## config.mk

```make
export PLATFORM = sky130hd
export DESIGN_NAME = apu_wr_arbiter
export DESIGN_NICKNAME = d
export VERILOG_FILES = /design/src/rtl/apu_wr_arbiter_pkg.sv /design/src/rtl/apu_wr_arbiter_wr_fifo.sv /design/src/rtl/apu_wr_arbiter.sv
export SDC_FILE = /design/constraint.sdc
export NUM_CORES = 1
export LEC_CHECK = 0
export CORE_MARGIN = 10
export CORE_UTILIZATION = 40
export CTS_CLUSTER_DIAMETER = 120
export DETAILED_ROUTE_END_ITERATION = 7
export HOLD_SLACK_MARGIN = 0.1
export SLEW_MARGIN = 20
export SYNTH_ARGS = -nofsm -noshare
export SYNTH_HDL_FRONTEND = slang
export SYNTH_SLANG_ARGS = --single-unit
```

## constraint.sdc

```tcl
create_clock -name clk -period 4.65 [get_ports clk]
set_clock_uncertainty 0.05 [all_clocks]
set_input_delay 0.93 -clock clk [delete_from_list [all_inputs] [get_ports clk]]
set_output_delay 0.93 -clock clk [all_outputs]
set_load 0.02 [all_outputs]
```

## src/rtl/apu_wr_arbiter_pkg.sv

```systemverilog
// apu_wr_arbiter_pkg: register-file constants shared by apu, reg_file and the write arbiter
package apu_wr_arbiter_pkg;
  localparam int rf_data_width = 32;
  localparam int rf_sel_width = 5;
  localparam int apu_fifo_depth = 4;
endpackage

```

## src/rtl/apu_wr_arbiter_wr_fifo.sv

```systemverilog
// wr_fifo: power-of-two deep result buffer; occupancy count distinguishes full from empty
module wr_fifo
  import apu_wr_arbiter_pkg::*;
#(
  parameter int width = rf_data_width + rf_sel_width,
  parameter int depth = apu_fifo_depth
) (
  input  logic             clk,
  input  logic             rst,
  input  logic             push,
  input  logic             pop,
  input  logic [width-1:0] wdata,
  output logic [width-1:0] rdata,
  output logic             full,
  output logic             empty
);
  localparam int aw = $clog2(depth);
  logic [width-1:0] mem [depth];
  logic [aw-1:0] wptr, rptr;
  logic [aw:0] count;
  logic push_ok, pop_ok;
  assign full = count == (aw+1)'(depth);
  assign empty = count == '0;
  assign push_ok = push & ~full;
  assign pop_ok = pop & ~empty;
  assign rdata = mem[rptr];
  always_ff @(posedge clk)
    if (push_ok) mem[wptr] <= wdata;
  // pointers wrap naturally because depth is a power of two
  always_ff @(posedge clk or posedge rst)
    if (rst) begin
      wptr <= '0;
      rptr <= '0;
      count <= '0;
    end else begin
      if (push_ok) wptr <= wptr + 1'b1;
      if (pop_ok) rptr <= rptr + 1'b1;
      count <= count + (aw+1)'(push_ok) - (aw+1)'(pop_ok);
    end
endmodule

```

## src/rtl/apu_wr_arbiter.sv

```systemverilog
// apu_wr_arbiter: merges processor and buffered APU writebacks onto one register-file port
module apu_wr_arbiter
  import apu_wr_arbiter_pkg::*;
#(
  parameter int data_width = rf_data_width,
  parameter int reg_sel_width = rf_sel_width,
  parameter int fifo_depth = apu_fifo_depth
) (
  input  logic                        clk,
  input  logic                        rst,
  input  logic                        apu_wr_req,
  input  logic [reg_sel_width-1:0]    apu_wr_sel,
  input  logic [data_width-1:0]       apu_wr_data,
  output logic                        apu_ack,
  input  logic                        proc_wr_req,
  input  logic [reg_sel_width-1:0]    proc_wr_sel,
  input  logic [data_width-1:0]       proc_wr_data,
  input  logic                        apu_issue,
  input  logic [reg_sel_width-1:0]    apu_issue_sel,
  output logic [2**reg_sel_width-1:0] pending,
  output logic                        rf_wr_req,
  output logic [reg_sel_width-1:0]    rf_wr_sel,
  output logic [data_width-1:0]       rf_wr_data,
  output logic                        err
);
  localparam int nr = 2**reg_sel_width;
  localparam int ew = data_width + reg_sel_width;
  logic full, empty, pop, viol;
  logic [ew-1:0] head;
  logic [reg_sel_width-1:0] head_sel;
  logic [data_width-1:0] head_data;
  logic [nr-1:0] set_vec, clr_vec, pending_nxt;
  assign {head_sel, head_data} = head;
  assign apu_ack = apu_wr_req & ~full & ~rst;
  assign pop = ~proc_wr_req & ~empty;
  wr_fifo #(.width(ew), .depth(fifo_depth)) u_fifo (
    .clk   (clk),
    .rst   (rst),
    .push  (apu_ack),
    .pop   (pop),
    .wdata ({apu_wr_sel, apu_wr_data}),
    .rdata (head),
    .full  (full),
    .empty (empty)
  );
  // a result acked in the same cycle its op issues counts as expected
  always_comb begin
    set_vec = (apu_issue && apu_issue_sel != '0) ? nr'(1) << apu_issue_sel : '0;
    clr_vec = pop ? nr'(1) << head_sel : '0;
    pending_nxt = ((pending & ~clr_vec) | set_vec) & ~nr'(1);
    viol = (proc_wr_req && pending[proc_wr_sel])
        || (|(set_vec & pending & ~clr_vec))
        || (apu_ack && apu_wr_sel != '0 && !(pending[apu_wr_sel] || set_vec[apu_wr_sel]));
  end
  always_ff @(posedge clk or posedge rst)
    if (rst) begin
      pending <= '0;
      err <= 1'b0;
      rf_wr_req <= 1'b0;
      rf_wr_sel <= '0;
      rf_wr_data <= '0;
    end else begin
      pending <= pending_nxt;
      err <= err | viol;
      rf_wr_req <= proc_wr_req ? proc_wr_sel != '0 : pop && head_sel != '0;
      if (proc_wr_req || pop) begin
        rf_wr_sel <= proc_wr_req ? proc_wr_sel : head_sel;
        rf_wr_data <= proc_wr_req ? proc_wr_data : head_data;
      end
    end
endmodule

```

---- Word level (Yosys, flattened, before mapping) ----
Memory sizes are Yosys's and may differ from the RTL's.
Cells that the tools add are included.
storage, ports and cells
  bits of input ports ..................... 84
  RAM bits ................................ 148
  output and inout bits ................... 72
  memories kept ........................... 1
  flip-flop bits (word level) ............. 77
memories
  memory      words  width  rd ports  clocked after Yosys merged registers in  wr ports  line                          RTL
  u_fifo.mem  4      37     1         0                                        1         apu_wr_arbiter_wr_fifo.sv:18  logic [width-1:0] mem [depth];
operators by class
  mux-type cells .......................... 13
  bitwise gates (word level) .............. 15
  reductions and logical operators ........ 16
  add/sub/neg operators ................... 4
  shifts and indexed selects .............. 2
  equal/unequal tests ..................... 1
  $lt $le $gt $ge ......................... 2
operator list
  operator                                                     number
  AND 32 bit                                                   3
  two-way mux 32 bit                                           3
  left shift 1 x 5 -> 32 bit (first input constant)            2
  inverter 32 bit                                              1
  bitwise OR 32 bit                                            1
  OR reduction 32 bit                                          1
  nonzero test 5 bit                                           4
  binary-select mux 1 bit (select 5 bit)                       3
  less-than comparator 5 x 6 -> 1 bit (second input constant)  2
  two-way mux 1 bit                                            6
  AND 1 bit                                                    5
  logical AND 1 bit                                            5
  two-way mux 5 bit                                            1
  adder 2 x 1 -> 2 bit (second input constant)                 2
  logical OR 1 bit                                             4
  inverter 1 bit                                               4
  adder 3 x 1 -> 3 bit                                         1
  == test 3 bit (second input constant)                        1
  zero test 3 bit                                              1
  subtractor 3 x 1 -> 3 bit                                    1
  zero test 1 bit                                              1
  bitwise OR 1 bit                                             1

---- Longest topological paths before layout ----
Gate-level depths: netlist (run 1).
  depth in word-level cells ............... 10
  gate-level depth with buffers ........... 9
  mapped depth without buffers ............ 9

---- Cells and area by module ----
Synthesis (run 1) repeated with hierarchy kept, for this count alone.
second synthesis, totals
  cells, all modules ...................... 682
  area, all modules ....................... 10065.9 sq um
by module, submodules not included
  module          sequential area each (sq um)  area each (sq um)  cells an instance  times used
  wr_fifo         4619.4                        5800.6             235                1
  apu_wr_arbiter  1751.7                        4265.3             447                1

---- Worst setup path after synthesis (run 1) ----
Ideal clock, no wire load.
  path type ............................... in2reg
  start point ............................. in rst
  end point ............................... mem u_fifo.mem[0][0] in the netlist's numbering (enable)
  stages .................................. 4
  slack ................................... -0.123 ns
  arrival ................................. 4.325 ns
  path buffers ............................ 1
  data required time ...................... 4.202 ns
  library setup time ...................... 0.398 ns
  cell sequence ........................... inv_1 -> o311a_1 -> clkbuf_1 -> and2_1
on the way
  word-level cells in the longest chain between the ends .. 5
RTL lines
  what                                     line                          RTL
  start, declared                          apu_wr_arbiter.sv:10          input logic rst,
  inverter 1 bit                           apu_wr_arbiter.sv:34          assign apu_ack = apu_wr_req & ~full & ~rst;
  AND 1 bit                                apu_wr_arbiter.sv:34
  net apu_ack                              apu_wr_arbiter.sv:14          output logic apu_ack,
  AND 1 bit                                apu_wr_arbiter_wr_fifo.sv:24  assign push_ok = push & ~full;
  two-way mux 1 bit                        apu_wr_arbiter_wr_fifo.sv:28  if (push_ok) mem[wptr] <= wdata;
  two-way mux 1 bit (not written as such)  apu_wr_arbiter_wr_fifo.sv:28
  end, declared                            apu_wr_arbiter_wr_fifo.sv:18
The timed path passes the listed nets, and every way through them passes these cells.

---- Final worst setup path (run 1) ----
  start point ............................. in apu_wr_req
  end point ............................... out apu_ack
on the way
  word-level cells in the longest chain between the ends .. 2
RTL lines
  what                    line                  RTL
  start, declared         apu_wr_arbiter.sv:11  input logic apu_wr_req,
  AND 1 bit (2 in a row)  apu_wr_arbiter.sv:34
  end, declared           apu_wr_arbiter.sv:14
Every way passes these cells.

==> run_summary.xml, run 1 <==
<?xml version="1.0" encoding="UTF-8"?>
<metrics>
  <group name="pwr">
    <metric name="powerDensity" unit="nW/um^2">608</metric>
    <metric name="logic_gate_share_of_total_power" unit="%">35.2</metric>
    <metric name="internal_power" unit="mW">4.98</metric>
    <metric name="switching_share_of_power" unit="%">35.0</metric>
    <metric name="cellLeakagePower" unit="nW">4.55</metric>
    <metric name="switch_pwr" unit="mW">2.68</metric>
    <metric name="power_frac_seq" unit="%">40.3</metric>
    <metric name="max-vdd-ir-drop" unit="mV">0.335</metric>
    <metric name="clock_power_share" unit="%">24.4</metric>
  </group>
  <group name="clock_tree">
    <metric name="cts-root-buf" unit="">sky130_fd_sc_hd__clkbuf_16</metric>
    <metric name="post-cts-setup-buffer-count" unit="">0</metric>
    <metric name="htree_num_levels" unit="">1</metric>
    <metric name="clkSlewWorstSetupHoldPaths" unit="ns">0.06</metric>
    <metric name="insertion_delay_to_the_later_sink_of_the_worst_skew_pair" unit="ns">0.53</metric>
    <metric name="cts_sinks" unit="">225</metric>
    <metric name="numCtsBuffers" unit="">24</metric>
    <metric name="cts_tree" unit="">yes</metric>
    <metric name="postCtsHoldBufs" unit="">0</metric>
    <metric name="cts_resized" unit="">0</metric>
    <metric name="cts_buffer_depth" unit="">3</metric>
  </group>
  <group name="logic_synthesis">
    <metric name="main_synth_ff_type" unit="">sky130_fd_sc_hd__edfxtp_1</metric>
    <metric name="most_area_consuming_cells_after_synthesis" unit="">sky130_fd_sc_hd__edfxtp_1 45%, sky130_fd_sc_hd__dfrtp_1 20%, sky130_fd_sc_hd__mux4_2 12%</metric>
    <metric name="synth-warning-count" unit="">0</metric>
    <metric name="post-synth-top-area-cell" unit="">sky130_fd_sc_hd__edfxtp_1</metric>
    <metric name="synth-edff-count" unit="">148</metric>
    <metric name="syn-num-nets" unit="">751</metric>
    <metric name="syn-cell-area" unit="um^2">9860</metric>
    <metric name="synth_cell_types" unit="">58</metric>
    <metric name="syn-mean-instance-area" unit="um^2">14.9</metric>
    <metric name="sequential_share_of_the_synthesized_area" unit="%">64.6</metric>
    <metric name="synth-async-reset-ratio" unit="%">34.2</metric>
    <metric name="synthesis.instances" unit="">660</metric>
    <metric name="yosysTopAreaCellShare" unit="%">45.1</metric>
    <metric name="synth-seq-cells" unit="">225</metric>
  </group>
  <group name="sta">
    <metric name="setup_repair_after_global_routing_missed_its_margin" unit="">no</metric>
    <metric name="timing.final.crit_share" unit="%">80.1</metric>
    <metric name="timing_worst_slew_pin_value" unit="ns">0.807</metric>
    <metric name="setup_total_negative_slack" unit="ns">0</metric>
    <metric name="setup_viol" unit="">0</metric>
    <metric name="fmax_achieved" unit="MHz">268</metric>
    <metric name="finalWorstPathRequiredPeriod" unit="ns">3.72</metric>
    <metric name="finalHoldViolations" unit="">0</metric>
    <metric name="number_of_pins_with_negative_max_slew_slack_in_the_final_report" unit="">0</metric>
    <metric name="relSlewSlack" unit="%">45.8</metric>
    <metric name="holdWs" unit="ns">0.428</metric>
  </group>
  <group name="floorplan">
    <metric name="die_height" unit="um">177</metric>
    <metric name="placeableCoreArea" unit="um^2">24300</metric>
    <metric name="fp-row-count" unit="">57</metric>
    <metric name="initial_core_util" unit="%">40.5</metric>
    <metric name="die_w" unit="um">177</metric>
    <metric name="design.die.area" unit="um^2">31300</metric>
    <metric name="design.portCount" unit="">156</metric>
  </group>
  <group name="drt">
    <metric name="ant_nets" unit="">0</metric>
    <metric name="drt-wirelength-per-cell" unit="um">24.1</metric>
    <metric name="wirelength" unit="um">28000</metric>
    <metric name="avgViaCountPerCell" unit="">5.50</metric>
    <metric name="vias" unit="">6410</metric>
    <metric name="drt_first_pass_iters" unit="">5</metric>
    <metric name="drcViolationCount" unit="">0</metric>
    <metric name="drt_initial_violations" unit="">490</metric>
  </group>
  <group name="flow_run">
    <metric name="drv_cap" unit="">0</metric>
  </group>
  <group name="placement">
    <metric name="place.gp.congestion" unit="">0.940</metric>
    <metric name="io_buffer_count" unit="">154</metric>
    <metric name="detailed_place_hpwl" unit="um">21000</metric>
  </group>
  <group name="grt">
    <metric name="global_route.usage.total" unit="%">17.9</metric>
    <metric name="antenna_found_initial" unit="">2</metric>
    <metric name="globalRouteOverflowTotal" unit="">0</metric>
    <metric name="largest_net_degree_at_the_start_of_global_routing" unit="">65</metric>
    <metric name="first_pass_grt_wire_length" unit="um">43200</metric>
    <metric name="grt_pass1_vias" unit="">6927</metric>
  </group>
  <group name="finish">
    <metric name="nets" unit="">913</metric>
    <metric name="fill_cells" unit="">2041</metric>
    <metric name="sequential_cell_area" unit="um^2">6370</metric>
    <metric name="multiInputGateArea" unit="um^2">3280</metric>
    <metric name="layout-area-overhead-vs-synth" unit="%">27.9</metric>
    <metric name="post_route_cells_drive_above_1_share" unit="%">15.1</metric>
  </group>
  <group name="critical_path">
    <metric name="worstPathMaxFanout" unit="">10</metric>
    <metric name="endpoint_arrival_time_on_the_critical_path" unit="ns">2.74</metric>
    <metric name="cp_data_required_time" unit="ns">3.67</metric>
    <metric name="crit-reg2reg-launch" unit="">u_fifo.rptr[0]$_DFFE_PP0P_</metric>
    <metric name="worst_r2r_path_depth" unit="">7</metric>
    <metric name="critPathCaptureType" unit="">output port</metric>
    <metric name="critPathKind" unit="">input port to output port</metric>
    <metric name="timing.critical_path.from" unit="">apu_wr_req</metric>
    <metric name="cp-start-kind" unit="">input port</metric>
  </group>
  <group name="min_path">
    <metric name="worst_hold_path.num_cells" unit="">2</metric>
    <metric name="holdCritPathClass" unit="">register to register</metric>
    <metric name="worstHoldStart" unit="">rf_wr_data[3]$_DFFE_PP0P_</metric>
  </group>
  <group name="status">
    <metric name="result_of_the_run" unit="">complete, no violations</metric>
  </group>
</metrics>
-- sequential cells by signal, summed over array words and instances, names as in the netlist --
name,count
u_fifo.mem,148
rf_wr_data,32
pending,31
rf_wr_sel,5
u_fifo.count,3
u_fifo.rptr,2
u_fifo.wptr,2
err,1
rf_wr_req,1
-- logic make-up after synthesis --
| kind of cell | count (synthesis) | synth area share (%) |
|---|---|---|
| flops | 225 | 64.6 |
| simple gates | 176 | 8.68 |
| compound gates | 97 | 6.42 |
| mux | 94 | 16.4 |
| xor+xnor | 8 | 0.711 |
| other cells | 1 | 0.0380 |
| buf+inv | 52 | 2.20 |
| fa+ha+maj | 7 | 0.965 |
-- stage by stage --
step           power, mW  setup WS, ns  instance area [um^2]  std cells  utilization [%]
2_1_floorplan       4.55         0.766                  9860        660                -
3_3_place_gp        5.83         0.922                 11800       1120             48.6
3_5_place_dp        5.86         0.905                 11800       1120             48.6
4_1_cts             7.75         0.905                 12600       1164             51.8
5_1_grt             8.06         0.844                 12600       1164             51.8
6_report            7.66         0.925                 12600       1165             51.8
-- routing by layer --
metal | vias up | wire length, um | GRT usage, %
li1 | 2894 | - | -
met1 | 3259 | 12200 | 24.7
met2 | 212 | 13200 | 28.1
met3 | 43 | 1970 | 3.99
met4 | 2 | 646 | 4.97
met5 | - | 13 | 0
-- power by group through the flow --
stage                     clock [mW]  combinational (mW)  sequential, mW
final                           1.87                2.70            3.09
after global routing            2.01                2.91            3.15
after CTS                       1.92                2.74            3.09
after detailed placement           0                2.73            3.12
after global placement             0                2.72            3.11
after floorplan                    0                1.32            3.23
-- layout make-up --
class / count / share of cell area, %
multi-input cells: 383 / 26.0
flip-flops and latches: 225 / 50.6
clock inverters: 17 / 1.34
clock buffers: 27 / 4.93
well taps: 324 / 3.22
repair buffers: 172 / 13.4
inverters: 16 / 0.506
diodes: 1 / 0.0198
-- path summary, 6_finish.rpt --
path,endpoint,slack [ns]
setup / recovery,apu_ack,0.93
hold / removal,rf_wr_data[3]$_DFFE_PP0P_,0.43
setup reg to reg,err$_DFF_PP0_,1.26
hold reg to reg,rf_wr_data[3]$_DFFE_PP0P_,0.43
max in group asynchronous,rf_wr_data[11]$_DFFE_PP0P_,2.58
min in group asynchronous,rf_wr_req$_DFF_PP0_,0.86
-- synth_stat cells (all sizes together) (9+ instances only) --
cell type and instances:
edfxtp 148, dfrtp 77, nand2 77, mux4 53
o21ai 51, mux2i 37, nand3 26, clkbuf 21
inv 16, buf 15, nor2 14, nand4 10
a22o 9, nor2b 9
-- cell usage in the layout, fill, tap and decap left out, drive strengths merged, types with 3 or more instances in the layout --
cell type and n:
o21ai 51, nand4 10, a22o 9, xor2 4, xnor2 4, ha 6
mux4 53, clkdlybuf4s50 154, nor2 14, clkinvlp 4, nand3 26, dfrtp 77
buf 18, clkinv 12, and2 7, nor2b 9, o311a 3, a222oi 3
inv 15, o31ai 7, or3 5, and3 3, edfxtp 148, a31oi 3
nor3 8, nand2b 7, mux2 4, mux2i 37, nand2 77, clkbuf 27
o22ai 6
-- worst max-delay path, stage by stage --
cell and delay (ns):
sky130_fd_sc_hd__clkdlybuf4s50_1 0.57, sky130_fd_sc_hd__o311a_1 0.53, sky130_fd_sc_hd__clkdlybuf4s50_1 0.71
Power figures use the tool's default switching activity.
==> run 2, diff against run 1 <==
==> constraint.sdc (replaced) <==
create_clock -name clk -period 3.5 [get_ports clk]
set_clock_uncertainty 0.05 [all_clocks]
set_input_delay 0.7 -clock clk [delete_from_list [all_inputs] [get_ports clk]]
set_output_delay 0.7 -clock clk [all_outputs]
set_load 0.02 [all_outputs]
==> run 2 against run 1 <==
  * Via count increased by 1.9%
  * Global-route usage about the same
  * Critical path type is now register to register
  * Highest routed layer is now met4
  * Largest power group unchanged
  * Flip-flop and latch count unchanged
==> run_summary.xml, run 2 (same netlist as run 1, synthesis figures left out) <==
<?xml version="1.0" encoding="UTF-8"?>
<metrics>
  <group name="status">
    <metric name="result_of_the_run" unit="">complete, no violations</metric>
  </group>
  <group name="floorplan">
    <metric name="placeableCoreArea" unit="um^2">24300</metric>
    <metric name="die_height" unit="um">177</metric>
    <metric name="fp-row-count" unit="">57</metric>
    <metric name="initial_core_util" unit="%">40.5</metric>
    <metric name="design.portCount" unit="">156</metric>
    <metric name="design.die.area" unit="um^2">31300</metric>
    <metric name="die_w" unit="um">177</metric>
  </group>
  <group name="clock_tree">
    <metric name="numCtsBuffers" unit="">25</metric>
    <metric name="post-cts-setup-buffer-count" unit="">0</metric>
    <metric name="cts_buffer_depth" unit="">3</metric>
    <metric name="insertion_delay_to_the_later_sink_of_the_worst_skew_pair" unit="ns">0.53</metric>
    <metric name="cts-root-buf" unit="">sky130_fd_sc_hd__clkbuf_16</metric>
    <metric name="postCtsHoldBufs" unit="">0</metric>
    <metric name="cts_resized" unit="">0</metric>
    <metric name="cts_sinks" unit="">225</metric>
    <metric name="htree_num_levels" unit="">1</metric>
    <metric name="clkSlewWorstSetupHoldPaths" unit="ns">0.06</metric>
    <metric name="cts_tree" unit="">yes</metric>
  </group>
  <group name="finish">
    <metric name="largest_register_ff_count" unit="">148</metric>
    <metric name="final_common_cell" unit="">sky130_fd_sc_hd__clkdlybuf4s50_1</metric>
    <metric name="reg.largest.list" unit="">u_fifo.mem x148, rf_wr_data x32, pending x31</metric>
    <metric name="largest-register" unit="">u_fifo.mem</metric>
    <metric name="layout.cells.most_common_list" unit="">154 x sky130_fd_sc_hd__clkdlybuf4s50_1, 148 x sky130_fd_sc_hd__edfxtp_1, 77 x sky130_fd_sc_hd__nand2_1</metric>
    <metric name="nets" unit="">932</metric>
    <metric name="post_route_cells_drive_above_1_share" unit="%">16.6</metric>
    <metric name="layout-area-overhead-vs-synth" unit="%">30.2</metric>
  </group>
  <group name="critical_path">
    <metric name="critical_path_depth" unit="">7</metric>
    <metric name="critPathCaptureType" unit="">register</metric>
    <metric name="worstPathBufferInverterCount" unit="">0</metric>
    <metric name="crit_path_top_delay_cell" unit="">sky130_fd_sc_hd__mux4_1</metric>
    <metric name="critPathKind" unit="">register to register</metric>
    <metric name="endpoint_arrival_time_on_the_critical_path" unit="ns">3.41</metric>
    <metric name="worst_r2r_path_depth" unit="">7</metric>
    <metric name="timing.critical_path.from" unit="">u_fifo.rptr[0]$_DFFE_PP0P_</metric>
    <metric name="worstPathMaxFanout" unit="">8</metric>
    <metric name="cp-start-kind" unit="">register</metric>
    <metric name="cp_slowest_stage_delay" unit="ns">0.75</metric>
    <metric name="critical-path-top-cell-by-count" unit="">sky130_fd_sc_hd__nand3_1</metric>
    <metric name="terminus_of_the_critical_flop_to_flop_path" unit="">err$_DFF_PP0_</metric>
    <metric name="cp_data_required_time" unit="ns">3.84</metric>
    <metric name="timing.critical_path.cells" unit="">mux4_1 -&gt; nor2b_1 -&gt; nand3_1 -&gt; nand3_1 -&gt; a31oi_1 -&gt; nor3_1 -&gt; nand4b_1</metric>
    <metric name="kind_of_cell_adding_the_most_delay_to_the_critical_path" unit="">simple AND/OR/NAND/NOR gates</metric>
    <metric name="r2r_slack" unit="ns">0.43</metric>
    <metric name="crit-reg2reg-launch" unit="">u_fifo.rptr[0]$_DFFE_PP0P_</metric>
    <metric name="last_element_of_the_critical_path" unit="">err$_DFF_PP0_</metric>
  </group>
  <group name="drt">
    <metric name="wirelength" unit="um">28600</metric>
    <metric name="drt-wirelength-per-cell" unit="um">24.1</metric>
    <metric name="drcViolationCount" unit="">0</metric>
    <metric name="ant_nets" unit="">0</metric>
    <metric name="drt_first_pass_iters" unit="">4</metric>
    <metric name="vias" unit="">6533</metric>
    <metric name="drt_initial_violations" unit="">482</metric>
    <metric name="avgViaCountPerCell" unit="">5.51</metric>
  </group>
  <group name="pwr">
    <metric name="powerDensity" unit="nW/um^2">815</metric>
    <metric name="max-vdd-ir-drop" unit="mV">0.424</metric>
    <metric name="cellLeakagePower" unit="nW">4.67</metric>
    <metric name="total_power" unit="mW">10.5</metric>
  </group>
  <group name="sta">
    <metric name="relSlewSlack" unit="%">49.0</metric>
    <metric name="number_of_pins_with_negative_max_slew_slack_in_the_final_report" unit="">0</metric>
    <metric name="timing.final.crit_share" unit="%">87.6</metric>
    <metric name="fmax_achieved" unit="MHz">326</metric>
    <metric name="finalHoldViolations" unit="">0</metric>
    <metric name="holdWs" unit="ns">0.429</metric>
    <metric name="setup_viol" unit="">0</metric>
    <metric name="setup_total_negative_slack" unit="ns">0</metric>
    <metric name="setup_repair_after_global_routing_missed_its_margin" unit="">no</metric>
    <metric name="finalWorstPathRequiredPeriod" unit="ns">3.07</metric>
    <metric name="timing_worst_slew_pin_value" unit="ns">0.759</metric>
  </group>
  <group name="min_path">
    <metric name="holdCritPathClass" unit="">register to register</metric>
    <metric name="worst_hold_path.num_cells" unit="">2</metric>
  </group>
  <group name="placement">
    <metric name="detailed_place_hpwl" unit="um">21200</metric>
    <metric name="place.gp.congestion" unit="">0.989</metric>
    <metric name="io_buffer_count" unit="">154</metric>
  </group>
  <group name="grt">
    <metric name="global_route.usage.total" unit="%">17.9</metric>
    <metric name="largest_net_degree_at_the_start_of_global_routing" unit="">70</metric>
    <metric name="grt_pass1_vias" unit="">6966</metric>
    <metric name="first_pass_grt_wire_length" unit="um">43000</metric>
    <metric name="globalRouteOverflowTotal" unit="">0</metric>
    <metric name="antenna_found_initial" unit="">1</metric>
  </group>
  <group name="flow_run">
    <metric name="drv_cap" unit="">0</metric>
  </group>
</metrics>
run 2: changes by cell type in the layout (fill, tap and decap cells not counted), sizes merged:
cell	before	now
buf	18	36
clkbuf	27	33
clkinvlp	4	2
inv	15	16
clkinv	12	8
bufinv	2	3
run 2: cell type report:
class,count,area [um^2]
multi-input cells,383,3280
well taps,324,405
fillers,2042,11500
clock buffers,33,676
flip-flops and latches,225,6370
repair buffers,190,1870
inverters,16,63.8
diodes,1,2.50
clock inverters,13,159
run 2: how the worst min path moves through the flow:
| stage | startpoint | end | slack (ns) |
|---|---|---|---|
| finish | rf_wr_data[31]$_DFFE_PP0P_ | rf_wr_data[31]$_DFFE_PP0P_ | 0.43 |
| global route | rf_wr_data[24]$_DFFE_PP0P_ | rf_wr_data[24]$_DFFE_PP0P_ | 0.46 |
| CTS | rf_wr_data[31]$_DFFE_PP0P_ | rf_wr_data[31]$_DFFE_PP0P_ | 0.44 |
| detailed placement | rf_wr_data[31]$_DFFE_PP0P_ | rf_wr_data[31]$_DFFE_PP0P_ | 0.42 |
| global placement | rf_wr_data[5]$_DFFE_PP0P_ | rf_wr_data[5]$_DFFE_PP0P_ | 0.41 |
| floorplan | u_fifo.count[1]$_DFF_PP0_ | u_fifo.count[2]$_DFF_PP0_ | 0.50 |
run 2: routing by layer:
metal	vias to the layer above	part of all wire, %	global-route usage, %
met5	-	0	0
met4	0	2.2	5.08
met3	44	8.7	4.74
met2	276	48	28.7
met1	3291	41	23.6
li1	2922	-	-
run 2: power breakdown:
part / switching (mW) / internal (mW)
registers: 0.626 / 3.46
clock network: 1.06 / 1.59
logic: 1.93 / 1.80
run 2: tightest hold or removal path, stage by stage (launching register included):
cell	delay [ns]
sky130_fd_sc_hd__dfrtp_1	0.34
sky130_fd_sc_hd__nand2_1	0.04
sky130_fd_sc_hd__o21ai_0	0.06
run 2: per-stage QoR:
step / instances / setup slack, ns / util, % / area [um^2]
floorplan: 660 / 0.219 / - / 9870
global placement: 1138 / 0.316 / 49.3 / 12000
detailed placement: 1138 / 0.257 / 49.3 / 12000
CTS: 1184 / 0.432 / 52.8 / 12800
global route: 1184 / 0.153 / 52.8 / 12800
finish: 1185 / 0.434 / 52.8 / 12800
==> run 3, diff against run 2 <==
--- a/config.mk
+++ b/config.mk
@@ -6,9 +6,10 @@
 export NUM_CORES = 1
 export LEC_CHECK = 0
 export CORE_MARGIN = 10
-export CORE_UTILIZATION = 40
+export CORE_UTILIZATION = 35
 export CTS_CLUSTER_DIAMETER = 120
 export DETAILED_ROUTE_END_ITERATION = 7
+export GPL_ROUTABILITY_DRIVEN = 0
 export HOLD_SLACK_MARGIN = 0.1
 export SLEW_MARGIN = 20
 export SYNTH_ARGS = -nofsm -noshare
==> run 3 against run 2 <==
  * Global-route usage is 3.2 points lower
  * Final cell count is 4.3% higher
  * Non-clock buffer count is 3 lower
  * Die area is 13% higher
  * Total power is 1.5% lower
  * Setup slack better by 0.013 ns
  * Design area is 0.17% lower
  * Sequential share of layout area is 0.083 points higher
  * Combinational power hardly changed
==> run_summary.xml, run 3 (same netlist as run 1, synthesis figures left out) <==
<?xml version="1.0" encoding="UTF-8"?>
<metrics>
  <group name="status">
    <metric name="result_of_the_run" unit="">complete, no violations</metric>
  </group>
  <group name="placement">
    <metric name="io_buffer_count" unit="">154</metric>
    <metric name="dpl-instance-area" unit="um^2">12000</metric>
    <metric name="place_ws" unit="ns">0.309</metric>
    <metric name="detailed_place_hpwl" unit="um">19300</metric>
  </group>
  <group name="finish">
    <metric name="post_route_cells_drive_above_1_share" unit="%">16.0</metric>
    <metric name="layout-area-overhead-vs-synth" unit="%">30.0</metric>
    <metric name="largest_register_ff_count" unit="">148</metric>
    <metric name="reg.largest.list" unit="">u_fifo.mem x148, rf_wr_data x32, pending x31</metric>
    <metric name="final_common_cell" unit="">sky130_fd_sc_hd__clkdlybuf4s50_1</metric>
    <metric name="largest-register" unit="">u_fifo.mem</metric>
    <metric name="nets" unit="">929</metric>
    <metric name="post_route_cell_area" unit="um^2">12800</metric>
    <metric name="layout.cells.most_common_list" unit="">154 x sky130_fd_sc_hd__clkdlybuf4s50_1, 148 x sky130_fd_sc_hd__edfxtp_1, 77 x sky130_fd_sc_hd__nand2_1</metric>
  </group>
  <group name="grt">
    <metric name="global_route.usage.total" unit="%">14.7</metric>
    <metric name="groute.layer.met3.usage" unit="%">5.06</metric>
    <metric name="met1_usage" unit="%">19.0</metric>
    <metric name="largest_net_degree_at_the_start_of_global_routing" unit="">62</metric>
    <metric name="antenna_found_initial" unit="">3</metric>
    <metric name="gr-usage-met2" unit="%">22.9</metric>
    <metric name="gr-max-usage-layer" unit="">met2</metric>
    <metric name="first_pass_grt_wire_length" unit="um">40900</metric>
    <metric name="globalRouteOverflowTotal" unit="">0</metric>
    <metric name="grt_pass1_vias" unit="">6685</metric>
  </group>
  <group name="clock_tree">
    <metric name="postCtsHoldBufs" unit="">0</metric>
    <metric name="numCtsBuffers" unit="">25</metric>
    <metric name="cts_tree" unit="">yes</metric>
    <metric name="clkSlewWorstSetupHoldPaths" unit="ns">0.06</metric>
    <metric name="htree_num_levels" unit="">1</metric>
    <metric name="cts_sinks" unit="">225</metric>
    <metric name="cts_resized" unit="">0</metric>
    <metric name="insertion_delay_to_the_later_sink_of_the_worst_skew_pair" unit="ns">0.52</metric>
    <metric name="cts_buffer_depth" unit="">3</metric>
    <metric name="cts-root-buf" unit="">sky130_fd_sc_hd__clkbuf_16</metric>
    <metric name="post-cts-setup-buffer-count" unit="">0</metric>
  </group>
  <group name="pwr">
    <metric name="logic_gate_share_of_total_power" unit="%">36.1</metric>
    <metric name="power_frac_seq" unit="%">39.0</metric>
    <metric name="clock_power_share" unit="%">24.9</metric>
    <metric name="switching_share_of_power" unit="%">34.3</metric>
    <metric name="internal_power" unit="mW">6.76</metric>
    <metric name="switch_pwr" unit="mW">3.54</metric>
    <metric name="powerDensity" unit="nW/um^2">803</metric>
    <metric name="cellLeakagePower" unit="nW">4.63</metric>
    <metric name="max-vdd-ir-drop" unit="mV">0.476</metric>
  </group>
  <group name="critical_path">
    <metric name="last_element_of_the_critical_path" unit="">err$_DFF_PP0_</metric>
    <metric name="crit-reg2reg-launch" unit="">u_fifo.rptr[0]$_DFFE_PP0P_</metric>
    <metric name="worst_r2r_path_depth" unit="">7</metric>
    <metric name="r2r_slack" unit="ns">0.45</metric>
    <metric name="cp_data_required_time" unit="ns">3.84</metric>
    <metric name="critPathCaptureType" unit="">register</metric>
    <metric name="worstPathMaxFanout" unit="">8</metric>
    <metric name="endpoint_arrival_time_on_the_critical_path" unit="ns">3.39</metric>
    <metric name="critPathKind" unit="">register to register</metric>
    <metric name="timing.critical_path.from" unit="">u_fifo.rptr[0]$_DFFE_PP0P_</metric>
    <metric name="terminus_of_the_critical_flop_to_flop_path" unit="">err$_DFF_PP0_</metric>
    <metric name="cp-start-kind" unit="">register</metric>
  </group>
  <group name="sta">
    <metric name="number_of_pins_with_negative_max_slew_slack_in_the_final_report" unit="">0</metric>
    <metric name="relSlewSlack" unit="%">39.0</metric>
    <metric name="timing_worst_slew_pin_value" unit="ns">0.915</metric>
    <metric name="finalWorstPathRequiredPeriod" unit="ns">3.05</metric>
    <metric name="timing.final.crit_share" unit="%">87.2</metric>
    <metric name="layout_setup_ws" unit="ns">0.447</metric>
    <metric name="fmax_achieved" unit="MHz">328</metric>
    <metric name="finalHoldViolations" unit="">0</metric>
    <metric name="setup_total_negative_slack" unit="ns">0</metric>
    <metric name="setup_repair_after_global_routing_missed_its_margin" unit="">no</metric>
    <metric name="setup_viol" unit="">0</metric>
    <metric name="holdWs" unit="ns">0.432</metric>
  </group>
  <group name="floorplan">
    <metric name="design.portCount" unit="">156</metric>
    <metric name="design.die.area" unit="um^2">35300</metric>
    <metric name="initial_core_util" unit="%">35.5</metric>
    <metric name="die_w" unit="um">188</metric>
    <metric name="placeableCoreArea" unit="um^2">27800</metric>
    <metric name="fp-row-count" unit="">61</metric>
    <metric name="die_height" unit="um">188</metric>
  </group>
  <group name="drt">
    <metric name="vias" unit="">6557</metric>
    <metric name="drt_first_pass_iters" unit="">7</metric>
    <metric name="drt-wirelength-per-cell" unit="um">21.8</metric>
    <metric name="avgViaCountPerCell" unit="">5.31</metric>
    <metric name="drt_initial_violations" unit="">749</metric>
    <metric name="drcViolationCount" unit="">0</metric>
    <metric name="wirelength" unit="um">26900</metric>
    <metric name="ant_nets" unit="">0</metric>
  </group>
  <group name="min_path">
    <metric name="holdCritPathClass" unit="">register to register</metric>
    <metric name="worstHoldStart" unit="">rf_wr_data[4]$_DFFE_PP0P_</metric>
  </group>
  <group name="flow_run">
    <metric name="drv_cap" unit="">0</metric>
  </group>
</metrics>
## run 3: cell count changes in the layout (fill, tap and decap cells not counted), sizes merged
| cell | previous run | this run |
|---|---|---|
| diode | 1 | 3 |
| clkinv | 8 | 9 |
| buf | 36 | 33 |
| clkbuf | 33 | 30 |
## run 3: worst min path at each step
stage | slack (ns) | cells after the start | to
floorplan | 0.50 | 1 | u_fifo.count[2]$_DFF_PP0_
global placement | 0.41 | 2 | rf_wr_data[4]$_DFFE_PP0P_
detailed placement | 0.42 | 2 | rf_wr_data[6]$_DFFE_PP0P_
CTS | 0.44 | 2 | rf_wr_data[6]$_DFFE_PP0P_
global route | 0.45 | 2 | rf_wr_data[4]$_DFFE_PP0P_
finish | 0.43 | 2 | rf_wr_data[4]$_DFFE_PP0P_
## run 3: power by group through the flow
stage | Sequential, mW | Clock [mW] | Combinational (mW)
after floorplan | 4.29 | 0 | 1.75
after global placement | 4.04 | 0 | 3.75
after detailed placement | 4.04 | 0 | 3.76
after CTS | 3.99 | 2.64 | 3.77
after global routing | 4.06 | 2.73 | 4.00
final | 4.01 | 2.57 | 3.72
## run 3: routing by layer
layer / share of wire (%) / wire [um]
met3: 11 / 2860
met1: 41 / 11100
met5: 0 / 0
met2: 45 / 12100
met4: 3.2 / 859
## run 3: final cells by class
type,instances,area (um^2)
diodes,3,7.51
clock buffers,30,644
clock inverters,14,156
fillers,2479,15000
inverters,16,63.8
multi-input cells,383,3280
flip-flops and latches,225,6370
well taps,378,473
repair buffers,187,1810
## run 3: stage by stage
step                      utilization (%)  total power [mW]  cells
after CTS                            46.1              10.4   1233
after global placement               43.2              7.79   1189
final                                46.1              10.3   1236
after detailed placement             43.2              7.80   1189
after global routing                 46.1              10.8   1233
after floorplan                         -              6.04    660
## run 3: worst max-delay path, cell delays in order, from the launching register on
cell and delay, ns:
sky130_fd_sc_hd__dfrtp_2 0.47, sky130_fd_sc_hd__mux4_1 0.78, sky130_fd_sc_hd__nor2b_1 0.62, sky130_fd_sc_hd__nand3_1 0.23
sky130_fd_sc_hd__a32o_1 0.32, sky130_fd_sc_hd__nand3_1 0.11, sky130_fd_sc_hd__nand4_1 0.15, sky130_fd_sc_hd__nand4b_1 0.20
